## config.mk

```make
export PLATFORM = sky130hd
export DESIGN_NAME = pipe_hazard_ctrl
export DESIGN_NICKNAME = d
export VERILOG_FILES = /design/src/rtl/riscv_pkg.sv /design/src/rtl/pipe_shadow_regs.sv /design/src/rtl/pipe_hazard_ctrl.sv
export SDC_FILE = /design/constraint.sdc
export NUM_CORES = 1
export LEC_CHECK = 0
export ABC_AREA = 1
export CAP_MARGIN = 40
export CORE_AREA = 2 2 86 88
export DETAILED_ROUTE_END_ITERATION = 10
export DIE_AREA = 0 0 88 90
export PLACE_DENSITY_LB_ADDON = 0.3
export SKIP_LAST_GASP = 1
export SYNTH_ARGS = -nofsm -noshare
export SYNTH_HDL_FRONTEND = slang
export SYNTH_HIERARCHICAL = 1
export SYNTH_SLANG_ARGS = --single-unit
export TNS_END_PERCENT = 30
```

## constraint.sdc

```tcl
create_clock -name clk -period 3.2 [get_ports clk]
set_input_delay 0.64 -clock clk [delete_from_list [all_inputs] [get_ports clk]]
set_output_delay 0.64 -clock clk [all_outputs]
set_load 0.01 [all_outputs]
```

## src/rtl/riscv_pkg.sv

```systemverilog
// Shared RV64 pipeline definitions: opcodes, forwarding encodings, shadow-entry
// layouts and the ID-stage register-use decode.
package riscv_pkg;

   localparam logic [6:0] OP_RTYPE  = 7'b0110011;
   localparam logic [6:0] OP_LOAD   = 7'b0000011;
   localparam logic [6:0] OP_STORE  = 7'b0100011;
   localparam logic [6:0] OP_BRANCH = 7'b1100011;

   localparam logic [1:0] FWD_REG   = 2'b00;
   localparam logic [1:0] FWD_EXMEM = 2'b10;
   localparam logic [1:0] FWD_MEMWB = 2'b01;

   typedef struct packed {
      logic [4:0] rs1;
      logic [4:0] rs2;
      logic       use_rs1;
      logic       use_rs2;
      logic [4:0] rd;
      logic       regwrite;
      logic       memread;
      logic       branch;
   } ex_entry_t;

   typedef struct packed {
      logic [4:0] rd;
      logic       regwrite;
   } wb_entry_t;

   function automatic ex_entry_t decode_id(input logic valid, input logic [31:0] inst);
      ex_entry_t e;
      e          = '0;
      e.rs1      = inst[19:15];
      e.rs2      = inst[24:20];
      e.rd       = inst[11:7];
      if (valid) begin
         case (inst[6:0])
            OP_RTYPE: begin
               e.use_rs1  = 1'b1;
               e.use_rs2  = 1'b1;
               e.regwrite = 1'b1;
            end
            OP_LOAD: begin
               e.use_rs1  = 1'b1;
               e.regwrite = 1'b1;
               e.memread  = 1'b1;
            end
            OP_STORE: begin
               e.use_rs1  = 1'b1;
               e.use_rs2  = 1'b1;
            end
            OP_BRANCH: begin
               e.use_rs1  = 1'b1;
               e.use_rs2  = 1'b1;
               e.branch   = 1'b1;
            end
            default: ;
         endcase
      end
      return e;
   endfunction

endpackage

```

## src/rtl/pipe_shadow_regs.sv

```systemverilog
// Three-entry shadow of the EX/MEM/WB register-use fields; freezes on hold,
// loads an empty EX entry on bubble, clears on synchronous reset.
module pipe_shadow_regs
   import riscv_pkg::*;
(
   input  logic      clk,
   input  logic      rst,
   input  logic      hold_i,
   input  logic      bubble_i,
   input  ex_entry_t id_entry_i,
   output ex_entry_t ex_o,
   output wb_entry_t mem_o,
   output wb_entry_t wb_o
);

   ex_entry_t ex_q, ex_d;
   wb_entry_t mem_q, mem_d;
   wb_entry_t wb_q, wb_d;

   always_comb begin
      ex_d  = ex_q;
      mem_d = mem_q;
      wb_d  = wb_q;
      if (!hold_i) begin
         wb_d           = mem_q;
         mem_d.rd       = ex_q.rd;
         mem_d.regwrite = ex_q.regwrite;
         ex_d           = bubble_i ? ex_entry_t'('0) : id_entry_i;
      end
   end

   always_ff @(posedge clk) begin
      if (rst) begin
         ex_q  <= '0;
         mem_q <= '0;
         wb_q  <= '0;
      end else begin
         ex_q  <= ex_d;
         mem_q <= mem_d;
         wb_q  <= wb_d;
      end
   end

   assign ex_o  = ex_q;
   assign mem_o = mem_q;
   assign wb_o  = wb_q;

endmodule

```

## src/rtl/pipe_hazard_ctrl.sv

```systemverilog
// Hazard controller for the 5-stage core: stall/flush enables, ALU operand
// forwarding selects and saturating stall/flush event counters.
module pipe_hazard_ctrl
   import riscv_pkg::*;
#(
   parameter int CNT_W = 16
) (
   input  logic             clk,
   input  logic             rst,
   input  logic             id_valid,
   input  logic [31:0]      id_inst,
   input  logic             ex_zero,
   input  logic             mem_busy,
   output logic             pc_write,
   output logic             ifid_write,
   output logic             ifid_flush,
   output logic             idex_bubble,
   output logic [1:0]       fwd_a,
   output logic [1:0]       fwd_b,
   output logic [CNT_W-1:0] stall_cnt,
   output logic [CNT_W-1:0] flush_cnt
);

   ex_entry_t id_e;
   ex_entry_t ex_e;
   wb_entry_t mem_e;
   wb_entry_t wb_e;

   logic br_taken;
   logic load_use;
   logic rs1_hit;
   logic rs2_hit;

   logic [CNT_W-1:0] stall_cnt_q, stall_cnt_d;
   logic [CNT_W-1:0] flush_cnt_q, flush_cnt_d;

   assign id_e = decode_id(id_valid, id_inst);

   pipe_shadow_regs u_shadow (
      .clk        (clk),
      .rst        (rst),
      .hold_i     (mem_busy),
      .bubble_i   (idex_bubble),
      .id_entry_i (id_e),
      .ex_o       (ex_e),
      .mem_o      (mem_e),
      .wb_o       (wb_e)
   );

   assign rs1_hit  = id_e.use_rs1 & (ex_e.rd == id_e.rs1);
   assign rs2_hit  = id_e.use_rs2 & (ex_e.rd == id_e.rs2);
   assign br_taken = ex_e.branch & ex_zero;
   assign load_use = ex_e.memread & (ex_e.rd != 5'd0) & (rs1_hit | rs2_hit);

   function automatic logic [CNT_W-1:0] sat_inc(input logic [CNT_W-1:0] c);
      return (&c) ? c : c + CNT_W'(1);
   endfunction

   always_comb begin
      pc_write    = 1'b1;
      ifid_write  = 1'b1;
      ifid_flush  = 1'b0;
      idex_bubble = 1'b0;
      stall_cnt_d = stall_cnt_q;
      flush_cnt_d = flush_cnt_q;
      if (mem_busy) begin
         pc_write   = 1'b0;
         ifid_write = 1'b0;
      end else if (br_taken) begin
         // taken branch wins: the ID instruction is discarded, so its load-use is moot
         ifid_flush  = 1'b1;
         idex_bubble = 1'b1;
         flush_cnt_d = sat_inc(flush_cnt_q);
      end else if (load_use) begin
         pc_write    = 1'b0;
         ifid_write  = 1'b0;
         idex_bubble = 1'b1;
         stall_cnt_d = sat_inc(stall_cnt_q);
      end
   end

   function automatic logic [1:0] fwd_sel(input logic [4:0] rs, input logic use_rs,
                                          input wb_entry_t mem, input wb_entry_t wb);
      if (use_rs && mem.regwrite && mem.rd != 5'd0 && mem.rd == rs)
         return FWD_EXMEM;
      else if (use_rs && wb.regwrite && wb.rd != 5'd0 && wb.rd == rs)
         return FWD_MEMWB;
      else
         return FWD_REG;
   endfunction

   assign fwd_a = fwd_sel(ex_e.rs1, ex_e.use_rs1, mem_e, wb_e);
   assign fwd_b = fwd_sel(ex_e.rs2, ex_e.use_rs2, mem_e, wb_e);

   always_ff @(posedge clk) begin
      if (rst) begin
         stall_cnt_q <= '0;
         flush_cnt_q <= '0;
      end else begin
         stall_cnt_q <= stall_cnt_d;
         flush_cnt_q <= flush_cnt_d;
      end
   end

   assign stall_cnt = stall_cnt_q;
   assign flush_cnt = flush_cnt_q;

endmodule
```

# Word-level counts from Yosys, hierarchy flattened

Cells that the tools add are included.

Bits in registers: 64
Word-level logic and storage cells: 78

Add/sub/neg operators: 2
Eq/ne operators: 10
Bitwise operators: 10
Mux-type cells: 20
Reductions and logical operators: 22

Operator list:

| cell                                                                  | count |
|---|---|
| 16-bit by 1-bit adder with 16-bit output, second input constant       | 2 |
| 16-bit AND reduction                                                  | 2 |
| 5-bit equality test                                                   | 6 |
| 20-bit 2-to-1 mux                                                     | 1 |
| 1-bit 2-to-1 mux                                                      | 15 |
| 5-bit nonzero test                                                    | 3 |
| 7-bit by 6-bit equality test with 1-bit output, second input constant | 2 |
| 1-bit logical AND                                                     | 12 |
| 7-bit by 2-bit equality test with 1-bit output, second input constant | 1 |
| 7-bit equality test, second input constant                            | 1 |
| 2-bit 2-to-1 mux                                                      | 3 |
| 1-bit AND                                                             | 5 |
| 1-bit inverter                                                        | 4 |
| 4-bit AND reduction                                                   | 1 |
| 4-bit OR reduction                                                    | 1 |
| 3-bit 2-to-1 mux                                                      | 1 |
| 3-bit AND reduction                                                   | 1 |
| 3-bit OR reduction                                                    | 1 |
| 2-bit OR reduction                                                    | 1 |
| 1-bit bitwise OR                                                      | 1 |

# Longest topological paths before layout

Word-level depth: 11
Gate-level depth with buffers: 14
Gate-level depth less buffers: 13

# Cells and area by module

Netlist, hierarchy kept.

Modules (own cells, without submodules):

| module           | area each (um^2) | sequential area each (um^2) | instances | cells an instance |
|---|---|---|---|---|
| pipe_hazard_ctrl | 2,606.2          | 640.6                       | 1         | 436 |
| pipe_shadow_regs | 1,214.9          | 640.6                       | 1         | 140 |

# Worst setup path after synthesis

OpenSTA, ideal clock, no wires.

Path kind: input-to-output
Start: in id_inst[2]
End: out idex_bubble
Stages on the path: 9
Slack: 0.868 ns
Arrival: 1.692 ns
Buffers on the path: 0
Cells stage by stage: inv_1 nand2_1 nor2_2 nand2_1 nand2_2 nand3_2 a21oi_1 nand2_1 o21ai_0

RTL lines:

| element            | line                   | source |
|---|---|---|
| start: declaration | pipe_hazard_ctrl.sv:11 | `input logic [31:0] id_inst,` |
| end: declaration   | pipe_hazard_ctrl.sv:17 | `output logic idex_bubble,` |

==> metrics.txt <==
number of global-route vias before repair=3668; maximum clock path buffer count=2; outcome=complete, but fails checks; first-pass GRT wire length=16000 um; yosys warns=6; antenna viol nets, final=0; Pleak=~1.9 nW; crit path DAT=roughly 2.6 ns; reg2reg path depth=8; Worst-Skew Late Latency=0.34 ns; fin crit share=100.3%; Hold Path End=u_shadow/ex_o[1]$_SDFFE_PP0N_; final HPWL from detailed placement=6703 um; slew margin rel.=between 40% and 50%; Core Region=approximately 7000 um^2; GP Congestion=0.9058; via count=3904; Slew @ Worst Pin=0.7532 ns; max-slew violations=0; Critical Path, Cell by Cell=clkdlybuf4s50_1 -> inv_2 -> nand2_1 -> nor2_1 -> nand2_1 -> nand2_2 -> nand3_2 -> a21oi_1 -> buf_4 -> a21oi_1 -> clkdlybuf4s50_1; power density over the cells=346.5 nW/um^2; Die H=around 90 um; IO Count=between 70 and 80; sequential area share after synthesis=33.53%; CP top delay family=buffers and inverters; clock network power share=40.3%; number of diodes=0; Synth Instances=roughly 580; hold path cells=2; Flop pwr share=49.7%; busiest grt layer=met2; Nets=695; postcts setup bufs=0; Initial Utilization=54.43%; die width=88 um; CP Max Fanout=3; GR Util met2=41.86%; reg2reg end=flush_cnt[3]$_SDFFE_PP0P_; worst setup margin=-0.01059 ns; Max Clock Freq=311.5 MHz; critical path capture point type=output pin; Peak supply drop=about 0.2 mV; DRC=0; Sw Pwr=0.0004225 W; CTS clk-pin slew, worst paths=about 0.070 ns; slowest stage delay, CP=0.58 ns; std cell rows=31; cts hold-fix bufs=0; hold path start=u_shadow/ex_o[1]$_SDFFE_PP0N_; vias per cell=roughly 5.1; internal power=0.001243 W; Yosys reg bits=between 60 and 70; router iterations before antenna repair=5; Layout area overhead=25.77%; unrepaired setup endpoints after global routing=true; Crit path required time=2.56 ns; met1 usage in global routing=31.12%; Initial DRC Count=roughly 250; DP Area=4617 um^2; setup slack, reg-to-reg=1.16 ns; Final min period=roughly 3.2 ns; M3 GR Usage=4.132%; # port buffers=66; TritonCTS Buffers=9; total wire length=9287 um; Switching Fraction=25.37%; Max Cap Viol=0; mapped cell area=3821 um^2; startpoint types=input pin; gr usage total=24.57%; Setup CP Type=in2out; post-route cell area=4806 um^2; clk sinks=64; CP Buf/Inv Count=4; Avg Inst Size Synth=6.634 um^2; Most used DFF post-synth=dfxtp_1; EDFF count, synth=0; wire per inst=12.22 um; worst min path class=reg2reg; Slowest-stage cell, CP=clkdlybuf4s50_1; final hold vios=0; initial antenna violation count=0; die area=about 8000 um^2; worst clock skew=0.01197 ns; # setup viols final=1; Combinational Power Share=10.0%; Worst R2R Start=flush_cnt[0]$_SDFFE_PP0P_; Syn Nets=615; Post-synth ARST share=0%; fill count=625; Place WS=-0.07494 ns; gr ovfl total=0; Root Buffer=clkbuf_8; ratio of cells with drive above 1 in the final layout=14.37%; failing checks=setup timing; largest net degree at the start of global routing=41; Synth cell types=42; CTS tree=yes; H-tree Lvls=3
-- metal layers --
layer / up-vias / share of wire, %
met2: 111 / 49
met3: 17 / 5.1
met1: 1795 / 44
li1: 1981 / -
met4: 0 / 1.7
met5: - / 0
-- synthesized netlist by cell type (2+ instances only) --
library cell	instances	area share (%)
a211oi_1	2	0.39
a21oi_1	40	5.2
a21oi_2	11	2.5
buf_1	2	0.20
buf_12	2	1.0
buf_2	4	0.52
buf_4	4	0.79
buf_6	2	0.59
clkbuf_1	3	0.29
dfxtp_1	64	34
ha_1	2	0.65
inv_1	77	7.6
inv_2	6	0.59
nand2_1	168	17
nand2_2	16	2.6
nand3_1	13	1.7
nand3_2	2	0.52
nand4_1	15	2.5
nor2_1	54	5.3
nor2_2	13	2.1
nor3_1	10	1.3
nor4_1	5	0.82
o211ai_1	2	0.39
o21ai_0	19	2.5
o21ai_1	2	0.26
o21ai_2	3	0.69
o22ai_1	6	0.98
xnor2_1	5	1.1
xor2_1	11	2.5
-- layout make-up --
class | count | area (um^2) | area share, %
clock inverter | 6 | 60.06 | 1.250
sequential | 64 | 1281 | 26.66
multi-input combinational | 410 | 2076 | 43.19
inverter | 84 | 317.8 | 6.613
clock buffer | 10 | 127.6 | 2.656
tap | 99 | 123.9 | 2.577
timing repair buffer | 87 | 819.5 | 17.05
-- sequential cells by signal (all words and copies together) (netlist names) --
signal and flops:
stall_cnt 16, u_shadow/mem_o 6, u_shadow/ex_o 20, u_shadow/wb_o 6
flush_cnt 16
-- worst max-delay path by stage --
| stage | slack [ns] | from | to | depth (start not counted) |
|---|---|---|---|---|
| floorplan | 0.87 | id_inst[2] | idex_bubble | 9 |
| finish | -0.01 | id_inst[6] | ifid_write | 11 |
| detailed placement | -0.07 | id_inst[5] | idex_bubble | 10 |
| CTS | -0.004 | id_inst[6] | ifid_write | 11 |
| global route | -0.15 | id_inst[6] | ifid_write | 11 |
| global placement | -0.02 | id_inst[17] | idex_bubble | 12 |
-- what timing repair did --
action / in CTS / in global routing
resized for setup: 1 / 1
setup endpoints to repair: 3 / 2
pin swaps: 0 / 0
-- kinds of logic after synthesis --
kind of cell	count (synthesis)	synth area share (%)
flip-flops	64	33.53
AO/OA/AOI/OAI	88	13.85
AND/OR/NAND/NOR	304	36.15
adder cells (fa/ha/maj)	2	0.6548
XOR/XNOR	16	3.667
buffers and inverters	102	12.15
-- stage by stage --
| step | TNS [ns] | cells | power [W] | util (%) | hold slack [ns] |
|---|---|---|---|---|---|
| floorplan | 0 | 576 | 0.0009404 | - | 0.4392 |
| global placement | -0.01616 | 744 | 0.001004 | 65.76 | 0.4517 |
| detailed placement | -0.07494 | 744 | 0.001010 | 65.76 | 0.4633 |
| CTS | -0.005491 | 760 | 0.001674 | 68.42 | 0.4882 |
| global route | -0.1451 | 760 | 0.001730 | 68.45 | 0.5081 |
| finish | -0.01059 | 760 | 0.001665 | 68.45 | 0.4884 |
-- worst register-to-register path: cells and delay by family (launching register included) --
family                     cells  cell delay (ns)
AOI/OAI and AO/OA              3             0.74
and+or+nand+nor                4             0.55
DFF                            1             0.42
adders and majority gates      1             0.21
-- cell usage in the layout, fill, tap and decap left out, types with 2 or more instances in the layout --
| master | count |
|---|---|
| a211oi_1 | 2 |
| a21oi_1 | 40 |
| a21oi_2 | 11 |
| buf_4 | 21 |
| clkbuf_8 | 9 |
| clkdlybuf4s50_1 | 64 |
| clkinv_2 | 3 |
| clkinvlp_4 | 2 |
| dfxtp_1 | 64 |
| ha_1 | 2 |
| inv_1 | 77 |
| inv_2 | 6 |
| nand2_1 | 168 |
| nand2_2 | 16 |
| nand3_1 | 13 |
| nand3_2 | 2 |
| nand4_1 | 15 |
| nor2_1 | 54 |
| nor2_2 | 13 |
| nor3_1 | 10 |
| nor4_1 | 5 |
| o211ai_1 | 2 |
| o21ai_0 | 19 |
| o21ai_1 | 2 |
| o21ai_2 | 3 |
| o22ai_1 | 6 |
| xnor2_1 | 5 |
| xor2_1 | 11 |
-- power by group through the flow --
stage               registers (W)  clock network, W  logic, W
CTS                      0.000827          0.000680  0.000167
global placement         0.000845                 0  0.000160
global route             0.000829          0.000717  0.000184
finish                   0.000827          0.000672  0.000166
floorplan                0.000839                 0  0.000101
detailed placement       0.000845                 0  0.000165
(Power assumes the default switching activity.)
==> edit 1, RTL diff (same flow settings) <==
Put one more register stage on the output `flush_cnt`, with the module's reset. The value now appears one clock later. The other outputs are not delayed to match.
--- a/src/rtl/pipe_hazard_ctrl.sv
+++ b/src/rtl/pipe_hazard_ctrl.sv
@@ -103,6 +103,12 @@
    end
 
    assign stall_cnt = stall_cnt_q;
-   assign flush_cnt = flush_cnt_q;
+   always_ff @(posedge clk) begin
+      if (rst) begin
+         flush_cnt <= '0;
+      end else begin
+         flush_cnt <= flush_cnt_q;
+      end
+   end
 
 endmodule
Check against the original RTL: not equivalent (Yosys sat finds a counterexample within 4 cycles, from zero or initial values and one cycle with rst high).
==> edit 1 against the original RTL <==
Worst setup slack better by 0.15 ns; routed wire length hardly changed; largest power group unchanged; area after synthesis up 6.5%; sequential share of layout area is 5.5 points higher; sequential cell count increased by 16; power is 14% higher; design area is 3.5% higher; critical path type unchanged; first-iteration DRC count is 51% lower.
==> edit 1: results (changes against the original RTL) <==
| Metric | Value |
|---|---|
| Status | `completed` |
| R2r worst-path depth | `10 (+2)` |
| M2 GR Usage | `42.68% (+0.82 points)` |
| Placed Instances | `750 (+0.81%)` |
| Initial DRC Count | `124 (-51%)` |
| Net count after synthesis | `635 (+3.3%)` |
| Final #Nets | `701 (+0.86%)` |
| Gp weighted congestion | `0.8817 (-2.7%)` |
| Clock root buffer | `clkbuf_8` |
| Hold Path Origin | `flush_cnt_q[2]` |
| Hold Crit Depth | `2 (unchanged)` |
| First drt pass iteration count | `7 (+2)` |
| Max-Slew Margin vs Limit | `55.22% (+5.5 points)` |
| P_leak | `1.905 nW (-0.83%)` |
| Final wirelength | `9289 microns (about the same)` |
| Synth area leaders | `dfxtp_1 (39%), nand2_1 (14%), inv_1 (7.7%), nor2_1 (7.2%), a21oi_1 (4.5%)` |
| Ys async rst share | `0% (unchanged)` |
| Yosys cell types | `40 (-4.8%)` |
| # H-tree levels | `3 (unchanged)` |
| Worst hold slack | `0.4606 ns (-0.02785 ns)` |
| Fill count | `593 (-5.1%)` |
| Max VDD drop | `0.3069 mV (+57%)` |
| Seq/Total Area, Yosys | `39.34% (+5.8 points)` |
| GRT Overall Usage | `24.86% (+0.29 points)` |
| Max FFs per register | `20 (unchanged)` |
| Wire per inst | `12.13 microns (-0.76%)` |
| Crit Reg-Reg Startpoint | `u_shadow/ex_o[6]` |
| First-pass GRT wire length | `16050 microns (+0.30%)` |
| R2r setup slk | `1.07 ns (-0.09 ns)` |
| Layout cell share with drive strength beyond 1 | `8.996% (-5.4 points)` |
| Final Skew | `0.01029 ns (-0.001679 ns)` |
| Ant. Diodes | `0 (unchanged)` |
| Largest net degree at the start of global routing | `59 (+44%)` |
| Synth top cells by count | `nand2_1 (154), inv_1 (84), dfxtp_1 (80), nor2_1 (78), a21oi_1 (37)` |
| Vias after detailed routing | `3924 (+0.51%)` |
| Synthesis Warnings | `6 (unchanged)` |
| Worst hold path type | `reg -> reg` |
| Gr ovfl total | `0 (unchanged)` |
| # Post-CTS Setup Buffers | `0 (unchanged)` |
| Met1 usage | `30.39% (-0.73 points)` |
| CP arrival | `2.42 ns (-0.15 ns)` |
| Cts bufs inserted | `9 (unchanged)` |
| RR Endpoint | `u_shadow/ex_o[15]` |
| Clk Latency, worst-skew pair | `between 0.3 and 0.4 ns` |
| Mean Syn Cell Area | `6.831 sq um (+3.0%)` |
| End point of the worst hold path | `flush_cnt[2]` |
| Antenna violations before repair | `0 (unchanged)` |
| DP Wirelength | `6771 microns (+1.0%)` |
| Crit-path max FO | `3 (unchanged)` |
| Met3 usage | `5.693% (+1.6 points)` |
| Area after DPL | `4782 sq um (+3.6%)` |
| CTS max path bufs | `2 (unchanged)` |
| Port-buffer cells | `66 (unchanged)` |
| Clk slew on worst S/H paths | `0.09 ns (+0.02 ns)` |
| Vias in the first global route | `3738 (+1.9%)` |
-- edit 1: cell count changes after synthesis, moves of 6 or more --
cell,change
dfxtp_1,+16
inv_1,+7
nand2_1,-14
nand4_1,+6
nor2_1,+24
nor2_2,-12
xnor2_1,+6
-- edit 1: cell type report --
class,count,share of cell area (%)
Tap cell,99,2.489
Timing Repair Buffer,75,14.56
Clock inverter,6,1.031
Sequential cell,80,32.19
Multi-Input combinational cell,409,40.41
Clock buffer,10,2.766
Inverter,87,6.563
-- edit 1: metrics by stage --
stage                     utilization, %  setup slack [ns]
after global routing               70.88         -0.004279
after global placement             68.12           0.01997
after detailed placement           68.12          -0.03640
after CTS                          70.79           0.08010
final                              70.88            0.1408
after floorplan                        -            0.8262
-- edit 1: critical path: stages --
cell,delay [ns]
clkdlybuf4s50_1,0.45
nand2_1,0.07
nor2_1,0.17
nand2_1,0.09
inv_1,0.08
nand3_1,0.13
a21oi_2,0.19
a21oi_1,0.10
clkdlybuf4s50_1,0.49
-- edit 1: how the worst max path moves through the flow --
stage / to / startpoint / slack [ns]
detailed placement: idex_bubble / id_inst[1] / -0.04
CTS: pc_write / id_inst[1] / 0.08
global route: ifid_write / id_inst[18] / -0.004
finish: ifid_write / id_inst[1] / 0.14
global placement: idex_bubble / id_inst[18] / 0.02
floorplan: pc_write / id_inst[2] / 0.83
-- edit 1: logic make-up after synthesis --
family | after synthesis | share of synthesized area [%]
AOI/OAI and AO/OA | 80 | 11.43
xor gates and xnor gates | 18 | 3.872
adders and majority gates | 2 | 0.6145
buffers and inverters | 107 | 11.37
DFF | 80 | 39.34
and+or+nand+nor | 309 | 33.37
-- edit 1: metal layers --
| metal | part of all wire, % | wire length, microns |
|---|---|---|
| met5 | 0 | 0 |
| met4 | 0.65 | 60 |
| met3 | 5.7 | 532 |
| met2 | 50 | 4657 |
| met1 | 43 | 4038 |
-- edit 1: where the power goes --
part / internal, mW / switching (mW)
logic: 0.0715 / 0.0874
registers: 1.01 / 0.0185
clock network: 0.315 / 0.390
==> edit 2, RTL diff (same settings) <==
Without the edit above. Set the parameter `CNT_W` to 14 (it was 16).
--- a/src/rtl/pipe_hazard_ctrl.sv
+++ b/src/rtl/pipe_hazard_ctrl.sv
@@ -3,7 +3,7 @@
 module pipe_hazard_ctrl
    import riscv_pkg::*;
 #(
-   parameter int CNT_W = 16
+   parameter int CNT_W = 14
 ) (
    input  logic             clk,
    input  logic             rst,
Ports: changed (resized flush_cnt and stall_cnt); port bits go from 77 to 73. The function was not compared with the original's and may differ.
==> edit 2 against the original RTL <==
Design area is 8.3% lower; global-route usage is 2.2 points lower; area after synthesis is 9.3% lower; sequential cell count is 4 lower; worst setup slack better by 0.015 ns; routed wire length is 13% lower; non-clock buffer count is 13 lower; power is 7.4% higher.
==> edit 2: results (changes against the original RTL) <==
| Metric | Value |
|---|---|
| Top Family by Delay on Critical Path | `buffers and inverters` |
| Synth top cells by count | `nand2_1 (147), dfxtp_1 (60), a21oi_1 (46), inv_1 (45), nor2_1 (29)` |
| Vias after detailed routing | `3291 (-16%)` |
| Final #Nets | `590 (-15%)` |
| Wire per inst | `12.36 microns (+1.2%)` |
| Layout cell share with drive strength beyond 1 | `11.87% (-2.5 points)` |
| Final Skew | `0.008803 ns (-0.003166 ns)` |
| Seq/Total Area, Yosys | `34.67% (+1.1 points)` |
| Worst Tran Pin Value | `0.5536 ns (-0.1996 ns)` |
| Placed Instances | `639 (-14%)` |
| First-pass GRT wire length | `14360 microns (-10%)` |
| Crit path largest cell delay | `0.50 ns (-0.08 ns)` |
| Initial DRC Count | `168 (-33%)` |
| Crit-path max FO | `4 (+1)` |
| Cells after Synth | `486 (-16%)` |
| Yosys cell types | `38 (-9.5%)` |
| Max VDD drop | `0.2723 mV (+39%)` |
| Area after DPL | `4153 sq um (-10%)` |
| Clk Latency, worst-skew pair | `0.33 ns` |
| Vias in the first global route | `3244 (-12%)` |
| GRT Overall Usage | `22.34% (-2.2 points)` |
| Status | `completed` |
| Largest net degree at the start of global routing | `38 (-7.3%)` |
| Final wirelength | `8099 microns (-13%)` |
| Net count after synthesis | `525 (-15%)` |
edit 2: changes by cell type after synthesis, sizes merged, moves of 2 or more:
cell	unedited run	this run
o21ai	25	8
a211oi	2	0
nor2	69	31
o22ai	6	2
inv	84	46
buf	15	17
xor2	11	18
nand4	17	19
a21oi	51	63
xnor2	5	21
nand3	15	13
o211ai	2	0
dfxtp	64	60
nand2	185	159
edit 2: per-stage QoR:
stage | worst slack [ns] | power (mW)
global route | -0.1130 | 1.852
finish | 0.004443 | 1.788
detailed placement | -0.07265 | 0.9438
floorplan | 0.7008 | 0.8854
global placement | -0.003799 | 0.9398
CTS | -0.02029 | 1.793
edit 2: report_power, final:
| part | switching, mW | total (mW) | internal, mW |
|---|---|---|---|
| Sequential | 0.0188 | 0.779 | 0.760 |
| Combinational | 0.0776 | 0.149 | 0.0713 |
| Clock | 0.301 | 0.860 | 0.559 |
edit 2: area by class of cell:
class                           count  area (sq um)
Sequential cell                    60          1201
Clock buffer                       12         155.1
Timing Repair Buffer               74         719.4
Clock inverter                      4         95.09
Tap cell                           99         123.9
Fill cell                         652          2614
Multi-Input combinational cell    360          1939
Inverter                           46         172.7
edit 2: cell families (layout without fill, tap and decap cells):
kind of cell,count (synthesis),in the layout,share of synthesized area (%)
adder cells (fa/ha/maj),2,2,0.7222
buffers and inverters,66,136,9.425
AND/OR/NAND/NOR,240,240,31.06
flip-flops,60,60,34.67
XOR/XNOR,39,39,9.859
AO/OA/AOI/OAI,79,79,14.27
edit 2: per-layer routing:
metal	routed length (microns)	global-route usage, %	vias to the layer above	share of wire (%)
met2	3820	36.17	73	47
met3	272	4.132	14	3.4
li1	-	-	1705	-
met5	0	0	-	0
met4	144	8.077	0	1.8
met1	3862	29.35	1499	48
edit 2: worst paths after layout:
| kind | startpoint | endpoint | slack [ns] | cells past startpoint |
|---|---|---|---|---|
| worst min-delay path | u_shadow/ex_o[1] | u_shadow/ex_o[1] | 0.47 | 2 |
| worst max-delay path | id_inst[5] | pc_write | 0.004 | 9 |
| worst max register to register | stall_cnt[0] | stall_cnt[8] | 1.13 | 8 |
| worst min register to register | u_shadow/ex_o[1] | u_shadow/ex_o[1] | 0.47 | 2 |
edit 2: repair_timing:
item | CTS | global route
endpoints found under the setup margin | 3 | 2
setup buffers | 0 | 0
gates cloned | 0 | 0
gates resized for setup | 2 | 1
edit 2: worst min-delay path: cells and delay by family, from the launching register on:
family             cells  cell delay, ns
AOI/OAI and AO/OA      1            0.05
and+or+nand+nor        1            0.06
DFF                    1            0.31
